File: src/rtl/vx_data_sched_pkg.sv
// ============================================================================
// Module  : vx_data_sched_pkg
// Brief   : Shared types and width helpers for the cache-bank data scheduler.
// Revision: 1.0
// ============================================================================
`default_nettype none

package vx_data_sched_pkg;

    typedef enum logic [0:0] {
        ST_FLUSH = 1'b0,
        ST_RUN   = 1'b1
    } state_e;

    function automatic int f_line_bits(input int lines);
        return $clog2(lines);
    endfunction

    function automatic int f_wsel_bits(input int words);
        return (words > 1) ? $clog2(words) : 1;
    endfunction

    localparam int CFG_LINES          = 64;
    localparam int CFG_WORDS_PER_LINE = 4;
    localparam int CFG_WORD_SIZE      = 4;
    localparam int CFG_NUM_PORTS      = 1;
    localparam int CFG_TAG_WIDTH      = 8;
    localparam int CFG_LINE_BITS      = f_line_bits(CFG_LINES);
    localparam int CFG_WSEL_BITS      = f_wsel_bits(CFG_WORDS_PER_LINE);
    localparam int CFG_WORD_W         = 8 * CFG_WORD_SIZE;

    typedef struct packed {
        logic                                     rw;
        logic [CFG_LINE_BITS-1:0]                 addr;
        logic [CFG_NUM_PORTS*CFG_WSEL_BITS-1:0]   wsel;
        logic [CFG_NUM_PORTS-1:0]                 pmask;
        logic [CFG_NUM_PORTS*CFG_WORD_SIZE-1:0]   byteen;
        logic [CFG_NUM_PORTS*CFG_WORD_W-1:0]      data;
        logic [CFG_TAG_WIDTH-1:0]                 tag;
    } core_req_t;

endpackage

`default_nettype wire

File: src/rtl/vx_data_sched_rsp.sv
// ============================================================================
// Module  : vx_data_sched_rsp
// Brief   : Read-tag stage, response register and store stall generation.
// Revision: 1.0
// ============================================================================
`default_nettype none

module vx_data_sched_rsp #(
    parameter int TAG_WIDTH = 8,
    parameter int DATA_W    = 32
) (
    input  logic                 clk,
    input  logic                 reset,
    input  logic                 i_s0_read,
    input  logic [TAG_WIDTH-1:0] i_s0_tag,
    input  logic [DATA_W-1:0]    i_read_data,
    input  logic                 i_rsp_ready,
    output logic                 o_s1_valid,
    output logic                 o_stall,
    output logic                 o_rsp_valid,
    output logic [DATA_W-1:0]    o_rsp_data,
    output logic [TAG_WIDTH-1:0] o_rsp_tag
);

    logic                 r_s1_valid;
    logic [TAG_WIDTH-1:0] r_s1_tag;
    logic                 r_rsp_valid;
    logic [DATA_W-1:0]    r_rsp_data;
    logic [TAG_WIDTH-1:0] r_rsp_tag;
    logic                 w_stall;

    // An unconsumed response freezes both this stage and the store's output.
    assign w_stall = r_rsp_valid & ~i_rsp_ready;

    always_ff @(posedge clk) begin
        if (reset) begin
            r_s1_valid  <= 1'b0;
            r_s1_tag    <= '0;
            r_rsp_valid <= 1'b0;
            r_rsp_data  <= '0;
            r_rsp_tag   <= '0;
        end else if (!w_stall) begin
            r_s1_valid <= i_s0_read;
            r_s1_tag   <= i_s0_tag;
            if (r_s1_valid) begin
                r_rsp_valid <= 1'b1;
                r_rsp_data  <= i_read_data;
                r_rsp_tag   <= r_s1_tag;
            end else begin
                r_rsp_valid <= 1'b0;
            end
        end
    end

    assign o_s1_valid  = r_s1_valid;
    assign o_stall     = w_stall;
    assign o_rsp_valid = r_rsp_valid;
    assign o_rsp_data  = r_rsp_data;
    assign o_rsp_tag   = r_rsp_tag;

endmodule

`default_nettype wire

File: src/rtl/vx_data_sched.sv
// ============================================================================
// Module  : vx_data_sched
// Brief   : Fill/core arbiter, zeroing sweep and read return for one bank.
// Revision: 1.0
// ============================================================================
`default_nettype none

module vx_data_sched
    import vx_data_sched_pkg::*;
#(
    parameter int LINES          = 64,
    parameter int WORDS_PER_LINE = 4,
    parameter int WORD_SIZE      = 4,
    parameter int NUM_PORTS      = 1,
    parameter int TAG_WIDTH      = 8,
    parameter int STARVE_LIMIT   = 4,
    localparam int LINE_BITS     = f_line_bits(LINES),
    localparam int WSEL_BITS     = f_wsel_bits(WORDS_PER_LINE),
    localparam int WORD_W        = 8 * WORD_SIZE
) (
    input  logic                                clk,
    input  logic                                reset,
    input  logic                                i_flush_start,
    output logic                                o_flush_busy,
    input  logic                                i_fill_valid,
    input  logic [LINE_BITS-1:0]                i_fill_addr,
    input  logic [WORDS_PER_LINE*WORD_W-1:0]    i_fill_data,
    output logic                                o_fill_ready,
    input  logic                                i_core_req_valid,
    input  logic                                i_core_req_rw,
    input  logic [LINE_BITS-1:0]                i_core_req_addr,
    input  logic [NUM_PORTS*WSEL_BITS-1:0]      i_core_req_wsel,
    input  logic [NUM_PORTS-1:0]                i_core_req_pmask,
    input  logic [NUM_PORTS*WORD_SIZE-1:0]      i_core_req_byteen,
    input  logic [NUM_PORTS*WORD_W-1:0]         i_core_req_data,
    input  logic [TAG_WIDTH-1:0]                i_core_req_tag,
    output logic                                o_core_req_ready,
    output logic                                o_core_rsp_valid,
    output logic [NUM_PORTS*WORD_W-1:0]         o_core_rsp_data,
    output logic [TAG_WIDTH-1:0]                o_core_rsp_tag,
    input  logic                                i_core_rsp_ready,
    output logic                                o_da_stall,
    output logic                                o_da_read,
    output logic                                o_da_fill,
    output logic                                o_da_write,
    output logic [LINE_BITS-1:0]                o_da_addr,
    output logic [NUM_PORTS*WSEL_BITS-1:0]      o_da_wsel,
    output logic [NUM_PORTS-1:0]                o_da_pmask,
    output logic [NUM_PORTS*WORD_SIZE-1:0]      o_da_byteen,
    output logic [WORDS_PER_LINE*WORD_W-1:0]    o_da_fill_data,
    output logic [NUM_PORTS*WORD_W-1:0]         o_da_write_data,
    input  logic [NUM_PORTS*WORD_W-1:0]         i_da_read_data
);

    localparam int STV_W = $clog2(STARVE_LIMIT + 1);

    state_e               r_state;
    state_e               w_state_nxt;
    logic [LINE_BITS-1:0] r_line_cnt;
    logic [STV_W-1:0]     r_starve_cnt;
    logic                 r_pend_flush;
    core_req_t            w_req;
    logic                 w_run, w_sweep, w_open, w_force_core;
    logic                 w_fill_acc, w_core_acc, w_flush_go;
    logic                 w_stall, w_s1_valid, w_rsp_valid;

    assign w_req.rw     = i_core_req_rw;
    assign w_req.addr   = i_core_req_addr;
    assign w_req.wsel   = i_core_req_wsel;
    assign w_req.pmask  = i_core_req_pmask;
    assign w_req.byteen = i_core_req_byteen;
    assign w_req.data   = i_core_req_data;
    assign w_req.tag    = i_core_req_tag;

    // Reset masks issue combinationally so the store sees idle controls while held.
    assign w_run        = (r_state == ST_RUN) & ~reset;
    assign w_sweep      = (r_state == ST_FLUSH) & ~reset;
    assign w_force_core = (r_starve_cnt == STV_W'(STARVE_LIMIT)) & i_core_req_valid;
    assign w_open       = w_run & ~w_stall & ~r_pend_flush;
    assign o_fill_ready     = w_open & ~w_force_core;
    assign o_core_req_ready = w_open & (~i_fill_valid | w_force_core);
    assign w_fill_acc   = i_fill_valid & o_fill_ready;
    assign w_core_acc   = i_core_req_valid & o_core_req_ready;
    assign w_flush_go   = r_pend_flush & ~w_s1_valid & ~w_rsp_valid;
    assign o_flush_busy = (r_state == ST_FLUSH) | reset;
    assign o_da_stall   = w_stall;

    always_ff @(posedge clk) begin
        if (reset) begin
            r_state      <= ST_FLUSH;
            r_line_cnt   <= '0;
            r_starve_cnt <= '0;
            r_pend_flush <= 1'b0;
        end else begin
            r_state <= w_state_nxt;
            if (r_state == ST_FLUSH) begin
                r_line_cnt <= r_line_cnt + 1'b1;
            end
            if (w_flush_go) begin
                r_pend_flush <= 1'b0;
            end else if ((r_state == ST_RUN) && i_flush_start) begin
                r_pend_flush <= 1'b1;
            end
            if (w_core_acc) begin
                r_starve_cnt <= '0;
            end else if (w_fill_acc && i_core_req_valid) begin
                r_starve_cnt <= r_starve_cnt + 1'b1;
            end
        end
    end

    always_comb begin
        w_state_nxt     = r_state;
        o_da_fill       = 1'b0;
        o_da_read       = 1'b0;
        o_da_write      = 1'b0;
        o_da_addr       = '0;
        o_da_wsel       = '0;
        o_da_pmask      = '0;
        o_da_byteen     = '0;
        o_da_fill_data  = '0;
        o_da_write_data = '0;
        case (r_state)
            ST_FLUSH: if (r_line_cnt == LINE_BITS'(LINES - 1)) w_state_nxt = ST_RUN;
            ST_RUN:   if (w_flush_go) w_state_nxt = ST_FLUSH;
            default:  w_state_nxt = ST_FLUSH;
        endcase
        if (w_sweep) begin
            o_da_fill = 1'b1;
            o_da_addr = r_line_cnt;
        end else if (w_fill_acc) begin
            o_da_fill      = 1'b1;
            o_da_addr      = i_fill_addr;
            o_da_fill_data = i_fill_data;
        end else if (w_core_acc) begin
            o_da_read       = ~w_req.rw;
            o_da_write      = w_req.rw;
            o_da_addr       = w_req.addr;
            o_da_wsel       = w_req.wsel;
            o_da_pmask      = w_req.pmask;
            o_da_byteen     = w_req.byteen;
            o_da_write_data = w_req.data;
        end
    end

    vx_data_sched_rsp #(
        .TAG_WIDTH (TAG_WIDTH),
        .DATA_W    (NUM_PORTS * WORD_W)
    ) u_rsp (
        .clk         (clk),
        .reset       (reset),
        .i_s0_read   (w_core_acc & ~w_req.rw),
        .i_s0_tag    (w_req.tag),
        .i_read_data (i_da_read_data),
        .i_rsp_ready (i_core_rsp_ready),
        .o_s1_valid  (w_s1_valid),
        .o_stall     (w_stall),
        .o_rsp_valid (w_rsp_valid),
        .o_rsp_data  (o_core_rsp_data),
        .o_rsp_tag   (o_core_rsp_tag)
    );

    assign o_core_rsp_valid = w_rsp_valid;

endmodule

`default_nettype wire
File: config.mk
export PLATFORM = sky130hd
export DESIGN_NAME = vx_data_sched
export DESIGN_NICKNAME = d
export VERILOG_FILES = /design/src/rtl/vx_data_sched_pkg.sv /design/src/rtl/vx_data_sched_rsp.sv /design/src/rtl/vx_data_sched.sv
export SDC_FILE = /design/constraint.sdc
export NUM_CORES = 1
export LEC_CHECK = 0
export ABC_AREA = 1
export ABC_CLOCK_PERIOD_IN_PS = 1900
export BUFFER_PORTS_ARGS = -buffer_cell sky130_fd_sc_hd__buf_2
export CORE_AREA = 2 2 174 176
export CTS_CLUSTER_DIAMETER = 200
export DETAILED_ROUTE_END_ITERATION = 7
export DIE_AREA = 0 0 176 178
export GPL_TIMING_DRIVEN = 0
export HOLD_SLACK_MARGIN = 0.03
export PLACE_DENSITY = 0.48
export SETUP_SLACK_MARGIN = 0.4
export SYNTH_ARGS = -nofsm -noshare
export SYNTH_HDL_FRONTEND = slang
export SYNTH_SLANG_ARGS = --single-unit
File: constraint.sdc
create_clock -name clk -period 1.9 [get_ports clk]
set_input_delay 0.38 -clock clk [delete_from_list [all_inputs] [get_ports clk]]
set_output_delay 0.38 -clock clk [all_outputs]
set_load 0.02 [all_outputs]
==> results.yml, run 1 <==
global_routing:
  grt_max_degree: 13
  overflow: 0
  grt_pass1_wl_um: 37200
  grt_pass1_vias: 5667
  grt_usage_pct: 16.2
  antenna_found_initial: 17
floorplanning:
  dieArea_um2: 31300
  ioPinCount: 447
  die_h_um: 178
  start_util_pct: 13.4
  die_w_um: 176
  core-area_um2: 29400
  placement_rows: 63
sta:
  grt_setup_unrepaired: "true"
  final.setup.worst_slack_ns: -0.318
  period_share_pct: 117
  drv_slew: 0
  setup_viol: 176
  holdWs_ns: 0.266
  period_needed_ns: 2.22
  hold_viol_final: 0
  tightest_slew_ns: 0.496
  fin_skew_ns: 0.00783
  slew_headroom_pct: 66.9
  fmax_mhz: 451
  tns_ns: -42.29
clocking:
  cts_sinks: 61
  clkLatencyLatePin_ns: 0.33
  cts.clk_slew.worst_paths_ns: 0.06
  hold_buffers: 0
  cts_buffers: 9
  root_buffer: "clkbuf_16"
  tritoncts: "yes"
  htree_levels: 3
  clockBufferDepth: 2
route:
  routed_wl_um: 27600
  firstDrtPassIters: 4
  wl_per_cell_um: 17.7
  drc: 0
  drt_iter0_drc: 221
  ant_nets: 0
  viasPerCell: 3.75
  vias: 5851
run:
  maxCapViolCount: 0
yosys:
  synth.mux.area_fraction_pct: 0
  synth_nets: 906
  yosys_warnings: 0
  synthSimpleGateAreaFrac_pct: 35.7
  post-synth-top-count-cell: "nor2_1"
  syn_inst: 677
  syn_avg_cell_area_um2: 5.83
  synth_area_um2: 3950
  synth_top_family_by_area: "simple AND/OR/NAND/NOR gates"
  synth-adder-area-share_pct: 0.951
  yosysTopAreaCell: "dfxtp_1"
  ys_ff_latch: 61
  synth_xor_area_share_pct: 0.222
  seq_area_frac_synth_pct: 31.0
  synthTopCellsByArea: "dfxtp_1 (31%), nor2_1 (25%), inv_1 (17%)"
  ys_types: 26
  synth_top_area_share_pct: 31.0
  synthFlopType: "dfxtp_1"
  synth-compound-area-share_pct: 8.02
  yosys-top-cells-count: "nor2_1 (258), inv_1 (179), dfxtp_1 (61)"
  synthArstFlopShare_pct: 0
  synth_edf_count: 0
critical_path:
  critPathMaxFanout: 7
  r2r_end: "r_starve_cnt[0]"
  ff2ff_path_depth: 12
  critPathRequiredTime_ns: 1.52
  path_class: "reg2out"
  worst_ep_arrival_time_ns: 1.84
  end_kind: "output pin"
  r2r_slack_ns: 0.39
  cp-start-kind: "flip-flop"
  r2r-start: "r_starve_cnt[1]"
worst_hold_path:
  min_path_cells: 3
  hold_path.class: "in2reg"
  hp-start: "i_core_req_tag[3]"
  whs_endpoint: "u_rsp.r_s1_tag[3]"
placement:
  port-buffer-count: 444
  gp_congestion: 0.898
  dpl.hpwl_um: 23000
finish:
  nets: 1391
  drive_gt1_share_pct: 59.1
  fill_cells: 3212
  fin_util_pct: 31.6
  syn_to_final_growth_pct: 135
power_and_ir_drop:
  power_uw: 3520
  peakVddDrop_mv: 0.482
  power.density_nw_per_um2: 379
  p_leak_uw: 0.00500
status:
  status: "finished, violations left"
  violations: "negative setup slack"
[through the flow]
| step | instances | area (um^2) | setup WS, ns |
|---|---|---|---|
| after floorplan | 677 | 4460 | 0.0400 |
| final | 1559 | 9290 | -0.318 |
| after detailed placement | 1511 | 7170 | -0.405 |
| after global routing | 1559 | 9290 | -0.418 |
| after CTS | 1541 | 8570 | -0.322 |
| after global placement | 1511 | 7170 | -0.413 |
[where the power goes]
| group | leakage (uW) | total, uW | switching, uW | internal [uW] |
|---|---|---|---|---|
| logic | 0.00436 | 538 | 298 | 240 |
| registers | 0.000497 | 1300 | 9.29 | 1290 |
| clock network | 0.000145 | 1680 | 622 | 1060 |
| total | 0.00500 | 3520 | 930 | 2590 |
[state kept, by name, summed over array words and instances, names as in the netlist]
name and flops:
r_state 1, u_rsp.o_rsp_data 32, r_starve_cnt 3, u_rsp.o_s1_valid 1
r_line_cnt 6, u_rsp.r_s1_tag 8, u_rsp.o_rsp_valid 1, u_rsp.o_rsp_tag 8
r_pend_flush 1
[cells in the final DEF, fill, tap and decap left out, drive strengths merged]
master	instances
inv	183
nand2	39
clkbuf	22
nor3	4
nor2	271
o22ai	1
ha	3
o21a	1
a31oi	2
clkinv	3
dfxtp	61
buf	496
nand4	3
nand3	14
bufinv	1
clkinvlp	2
diode	2
nor3b	2
o21ai	51
xor2	1
a21oi	7
[how the worst max path moves through the flow]
stage                     start  slack, ns  cells past startpoint             endpoint
2_1_floorplan           r_state       0.04                      7  o_da_write_data[11]
3_3_place_gp   i_core_rsp_ready      -0.41                     10   o_da_fill_data[55]
3_5_place_dp   i_core_rsp_ready      -0.41                     10   o_da_fill_data[55]
4_1_cts         r_starve_cnt[0]      -0.32                     10  o_da_write_data[15]
5_1_grt         r_starve_cnt[0]      -0.42                     10  o_da_write_data[11]
6_report        r_starve_cnt[1]      -0.32                     10  o_da_write_data[11]
[logic make-up (layout without fill, tap and decap cells)]
| family | count (synthesis) | count (layout) |
|---|---|---|
| AO/OA/AOI/OAI | 62 | 62 |
| XOR/XNOR | 1 | 1 |
| adder cells (fa/ha/maj) | 3 | 3 |
| buffers and inverters | 217 | 707 |
| flip-flops | 61 | 61 |
| other | 0 | 2 |
| AND/OR/NAND/NOR | 333 | 333 |
[critical path: stages, from the launching register on]
cell	delay, ns
dfxtp_2	0.32
inv_2	0.06
ha_4	0.14
nand3_4	0.07
nand2_4	0.10
inv_6	0.05
nor2_4	0.11
nand2_4	0.09
buf_12	0.15
nor3b_4	0.24
buf_6	0.17
[routing by layer]
layer / up-vias / global-route usage, % / routed length (um)
li1: 2904 / - / -
met1: 2609 / 19.0 / 10800
met2: 261 / 27.0 / 13200
met3: 55 / 6.56 / 2730
met4: 22 / 5.20 / 698
met5: - / 0 / 133
[area by class of cell]
type                       instances  area, um^2  share of cell area [%]
multi-input combinational        399        2810                    30.3
clock inverter                     6        71.3                   0.768
inverter                         183         707                    7.61
buffer                            34         440                    4.74
sequential                        61        1230                    13.3
timing repair buffer             474        3290                    35.5
tap                              390         488                    5.26
clock buffer                      10         239                    2.57
antenna                            2        5.00                  0.0539
[repair_timing]
item | CTS | global route
pin swaps | 10 | 13
resized for setup | 294 | 164
cloned | 0 | 2
buffers inserted | 14 | 14
setup endpoints to repair | 192 | 216
No activity file was read; power rests on OpenSTA's default activity.
==> run 2: changes to the inputs <==
--- a/config.mk
+++ b/config.mk
@@ -10,2 +10,3 @@
 export BUFFER_PORTS_ARGS = -buffer_cell sky130_fd_sc_hd__buf_2
+export CAP_MARGIN = 30
 export CORE_AREA = 2 2 174 176
==> constraint.sdc (replaced) <==
create_clock -name clk -period 1.9 [get_ports clk]
set_input_delay 0.095 -clock clk [delete_from_list [all_inputs] [get_ports clk]]
set_output_delay 0.095 -clock clk [all_outputs]
set_load 0.02 [all_outputs]
==> results.yml, run 2 (synthesis results as in run 1) <==
floorplanning:
  core-area_um2: 29400
  die_h_um: 178
  start_util_pct: 13.4
  ioPinCount: 447
  placement_rows: 63
  die_w_um: 176
  dieArea_um2: 31300
worst_hold_path:
  hp-start: "i_da_read_data[10]"
  hold_path.class: "in2reg"
  min_path_cells: 3
  whs_endpoint: "u_rsp.o_rsp_data[10]"
critical_path:
  cp-start-kind: "flip-flop"
  critPathRequiredTime_ns: 1.80
  r2r_slack_ns: 0.37
  crit_buf_inv: 6
  r2r_end: "r_starve_cnt[0]"
  critical-path-top-delay-family: "buffers and inverters"
  path_class: "reg2out"
  ff2ff_path_depth: 12
  r2r-start: "r_starve_cnt[0]"
  max_stage_delay_ns: 0.33
  worst_path_max_delay_cell: "dfxtp_2"
  end_kind: "output pin"
  path_common_cell: "buf_12"
  path_cells: "inv_2 > ha_4 > nand3_2 > nand2_2 > inv_4 > nand2_8 > buf_12 > buf_12 > buf_16 > nor2_4 > buf_6"
  critPathMaxFanout: 6
  worst_ep_arrival_time_ns: 1.90
power_and_ir_drop:
  power_uw: 3570
  pwr-share-seq_pct: 36.5
  switching_share_pct: 27.1
  p_leak_uw: 0.00542
  p_switching_uw: 968
  p_int_uw: 2600
  p_comb_share_pct: 17.2
  power.density_nw_per_um2: 334
  peakVddDrop_mv: 0.442
  clock_power_share_pct: 46.3
placement:
  placed_cell_area_um2: 7000
  gp_congestion: 0.916
  port-buffer-count: 444
  dpl.hpwl_um: 22000
sta:
  setup_viol: 119
  fin_skew_ns: 0.00502
  holdWs_ns: 0.0392
  grt_setup_unrepaired: "true"
  period_needed_ns: 2.00
  tns_ns: -6.30
  fmax_mhz: 500
  period_share_pct: 105
  hold_viol_final: 0
  slew_headroom_pct: 67.7
  final.setup.worst_slack_ns: -0.0996
  tightest_slew_ns: 0.485
  drv_slew: 0
global_routing:
  overflow: 0
  grt_max_degree: 13
  grt_pass1_vias: 6340
  grt_pass1_wl_um: 39000
  antenna_found_initial: 12
  grt_usage_pct: 16.7
finish:
  drive_gt1_share_pct: 61.2
  largest_register_ffs: 32
  postLayoutCellArea_um2: 10700
  syn_to_final_growth_pct: 171
  layout_common_cells: "buf_2 (271), inv_1 (175), buf_6 (171)"
  nets: 1446
  layout_commonest_cell: "buf_2"
  fin_util_pct: 36.4
clocking:
  clockBufferDepth: 2
  cts.clk_slew.worst_paths_ns: 0.05
  tritoncts: "yes"
  cts_buffers: 9
  root_buffer: "clkbuf_16"
  clkLatencyLatePin_ns: 0.33
  cts_sinks: 61
  htree_levels: 3
route:
  vias: 6241
  wl_per_cell_um: 17.5
  firstDrtPassIters: 4
  drt_iter0_drc: 171
  drc: 0
  ant_nets: 0
  routed_wl_um: 28300
  viasPerCell: 3.86
status:
  violations: "negative setup slack"
  status: "finished, violations left"
run:
  maxCapViolCount: 0
-- run 2: cell types whose count changed in the layout (fill, tap and decap cells not counted), moves of 5 or more --
cell,before,now
buf_12,16,25
buf_16,2,16
buf_2,279,271
buf_4,106,31
buf_6,86,171
dlygate4sd3_1,0,34
nand2_1,20,25
nand2_4,9,3
nor2_1,139,101
nor2_4,122,157
-- run 2: how the worst max path moves through the flow --
| stage | slack, ns | start | endpoint | depth (start not counted) |
|---|---|---|---|---|
| 2_1_floorplan | 0.34 | r_starve_cnt[1] | o_da_byteen[0] | 9 |
| 3_3_place_gp | 0.06 | r_state | o_da_addr[0] | 7 |
| 3_5_place_dp | 0.05 | r_starve_cnt[0] | o_da_write_data[11] | 9 |
| 4_1_cts | -0.10 | r_starve_cnt[0] | o_da_write_data[11] | 10 |
| 5_1_grt | -0.18 | r_starve_cnt[1] | o_da_write_data[11] | 10 |
| 6_report | -0.1 | r_starve_cnt[0] | o_da_fill_data[86] | 11 |
-- run 2: cell type report --
class	count	area, um^2
Timing Repair Buffer	529	4480
Clock buffer	9	225
Tap cell	390	488
Sequential cell	61	1230
Buffer	34	442
Inverter	183	694
Fill cell	3025	18700
Clock inverter	7	73.8
Antenna cell	5	12.5
Multi-Input combinational cell	399	3040
-- run 2: stage by stage --
| step | worst slack [ns] | std cells |
|---|---|---|
| finish | -0.0996 | 1617 |
| CTS | -0.101 | 1604 |
| global placement | 0.0637 | 1511 |
| global route | -0.178 | 1613 |
| detailed placement | 0.0491 | 1511 |
| floorplan | 0.337 | 677 |
-- run 2: layer usage --
metal	track usage, %	up-vias	routed length, um
met5	0	-	103
met4	6.13	16	965
met3	5.65	60	2490
met2	29.7	283	14200
met1	18.5	2863	10600
li1	-	3019	-
-- run 2: worst min-delay path, delay by kind of cell --
kind            cells  cell delay (ns)
compound gates      1             0.07
buf+inv             1             0.08
simple gates        1             0.08
-- run 2: repair_timing --
action | in CTS | in global routing
resized for setup | 547 | 92
hold buffers | 34 | 0
pin swaps | 17 | 10
buffers inserted | 27 | 8
cloned | 16 | 0
endpoints found under the setup margin | 181 | 205
hold endpoints to repair | 38 | 0
-- run 2: power groups by stage --
stage	Combinational, uW	Clock [uW]	Sequential [uW]
floorplan	173	0	1330
global placement	456	0	1330
detailed placement	457	0	1330
CTS	585	1700	1300
global route	670	1760	1300
finish	613	1650	1300
==> run 3: changes to the inputs <==
ABC_CLOCK_PERIOD_IN_PS = 2200   (was 1900)
CTS_BUF_LIST = sky130_fd_sc_hd__clkbuf_16   (was not set)
clock period = 2.2 ns   (was 1.9 ns; I/O delays follow)
==> results.yml, run 3 (synthesis results as in run 1) <==
status:
  status: "completed"
placement:
  dpl.hpwl_um: 22600
  post-place-ws_ns: 0.192
  port-buffer-count: 444
  gp_congestion: 0.961
critical_path:
  cp-start-kind: "flip-flop"
  ff2ff_path_depth: 5
  r2r_slack_ns: 0.73
  r2r_end: "u_rsp.o_rsp_data[5]"
  critPathRequiredTime_ns: 2.09
  r2r-start: "u_rsp.o_rsp_valid"
  max_stage_delay_ns: 0.32
  critPathMaxFanout: 10
  critical_path.startpoint: "r_starve_cnt[0]"
  path_cells: "inv_2 > ha_4 > nand3_4 > nand2_4 > inv_4 > nor2_4 > nand2_4 > buf_4 > nor2_1 > buf_4"
  crit_end: "o_da_write_data[12]"
  worst_path_max_delay_cell: "dfxtp_2"
  end_kind: "output pin"
  path_class: "reg2out"
  worst_ep_arrival_time_ns: 1.83
finish:
  layout_common_cells: "buf_2 (282), nor2_1 (190), inv_1 (177)"
  largest_register_ffs: 32
  drive_gt1_share_pct: 51.2
  layout_commonest_cell: "buf_2"
  syn_to_final_growth_pct: 116
  nets: 1393
clocking:
  clockBufferDepth: 2
  tritoncts: "yes"
  root_buffer: "clkbuf_16"
  htree_levels: 3
  cts_buffers: 9
  cts.clk_slew.worst_paths_ns: 0.05
  cts_sinks: 61
  clkLatencyLatePin_ns: 0.32
floorplanning:
  ioPinCount: 447
  die_w_um: 176
  start_util_pct: 13.4
  placement_rows: 63
  core-area_um2: 29400
  die_h_um: 178
  dieArea_um2: 31300
route:
  routed_wl_um: 26900
  viasPerCell: 3.72
  ant_nets: 0
  wl_per_cell_um: 17.2
  drt_iter0_drc: 130
  firstDrtPassIters: 4
  vias: 5817
  drc: 0
global_routing:
  antenna_found_initial: 10
  grt_pass1_vias: 5679
  overflow: 0
  grt_max_degree: 12
  grt_pass1_wl_um: 35800
  grt_usage_pct: 15.6
sta:
  period_needed_ns: 1.94
  fmax_mhz: 516
  slew_headroom_pct: 68.4
  tightest_slew_ns: 0.474
  tns_ns: 0
  drv_slew: 0
  setup_viol: 0
  period_share_pct: 88.2
  final.setup.worst_slack_ns: 0.260
  grt_setup_unrepaired: "true"
  hold_viol_final: 0
  fin_skew_ns: 0.00386
power_and_ir_drop:
  p_leak_uw: 0.00484
  power.density_nw_per_um2: 347
  peakVddDrop_mv: 0.356
worst_hold_path:
  hold_path.class: "in2reg"
run:
  maxCapViolCount: 0
run 3: changes by cell type in the layout (fill, tap and decap cells not counted), moves of 14 or more:
cell / before / now
buf_4: 31 / 111
buf_6: 171 / 70
nor2_4: 157 / 56
buf_16: 16 / 2
buf_12: 25 / 5
nor2_1: 101 / 190
run 3: routing by layer:
layer	global-route usage (%)	vias up	wire length [um]
li1	-	2905	-
met5	0	-	73
met2	27.3	265	13100
met3	5.50	42	2620
met4	4.58	12	675
met1	18.0	2593	10400
run 3: area by class of cell:
type	count	area [um^2]
fillers	3296	20900
multi-input cells	399	2230
well taps	390	488
flip-flops and latches	61	1220
clock inverters	7	66.3
repair buffers	476	3240
clock buffers	9	225
plain buffers	34	348
inverters	183	692
diodes	3	7.51
run 3: critical path: cells and delay by family, from the launching register on:
kind | cells | cell delay [ns]
adders and majority gates | 1 | 0.15
DFF | 1 | 0.32
and+or+nand+nor | 5 | 0.52
buffers and inverters | 4 | 0.50
run 3: worst min-delay path by stage:
stage | from | endpoint | slack (ns) | cells past startpoint
6_report | i_da_read_data[29] | u_rsp.o_rsp_data[29] | 0.04 | 3
5_1_grt | i_da_read_data[19] | u_rsp.o_rsp_data[19] | 0.05 | 3
4_1_cts | i_da_read_data[29] | u_rsp.o_rsp_data[29] | 0.03 | 3
3_5_place_dp | i_core_req_tag[5] | u_rsp.r_s1_tag[5] | 0.34 | 3
3_3_place_gp | i_core_req_tag[5] | u_rsp.r_s1_tag[5] | 0.33 | 3
2_1_floorplan | i_core_req_tag[0] | u_rsp.r_s1_tag[0] | 0.24 | 2
run 3: through the flow:
stage	power, uW	instance area, um^2	instances	utilization, %	hold WS (ns)
after floorplan	1270	3950	677	-	0.245
after global placement	1530	6660	1511	22.6	0.333
after detailed placement	1530	6660	1511	22.6	0.339
after CTS	2990	7530	1557	25.6	0.0306
after global routing	3100	8520	1560	29.0	0.0519
final	2960	8520	1562	29.0	0.0407
run 3: repair_timing:
action / CTS / global route
pin swaps: 1 / 6
hold buffers: 22 / 0
endpoints found under the setup margin: 176 / 176
setup buffers: 6 / 0
hold endpoints to repair: 26 / 0
gates resized for setup: 92 / 310
gates cloned: 2 / 2
run 3: report_power, final:
group	internal (uW)	total, uW	switching [uW]
clock network	869	1380	513
registers	1120	1130	8.38
logic	223	451	228
total	2210	2960	749
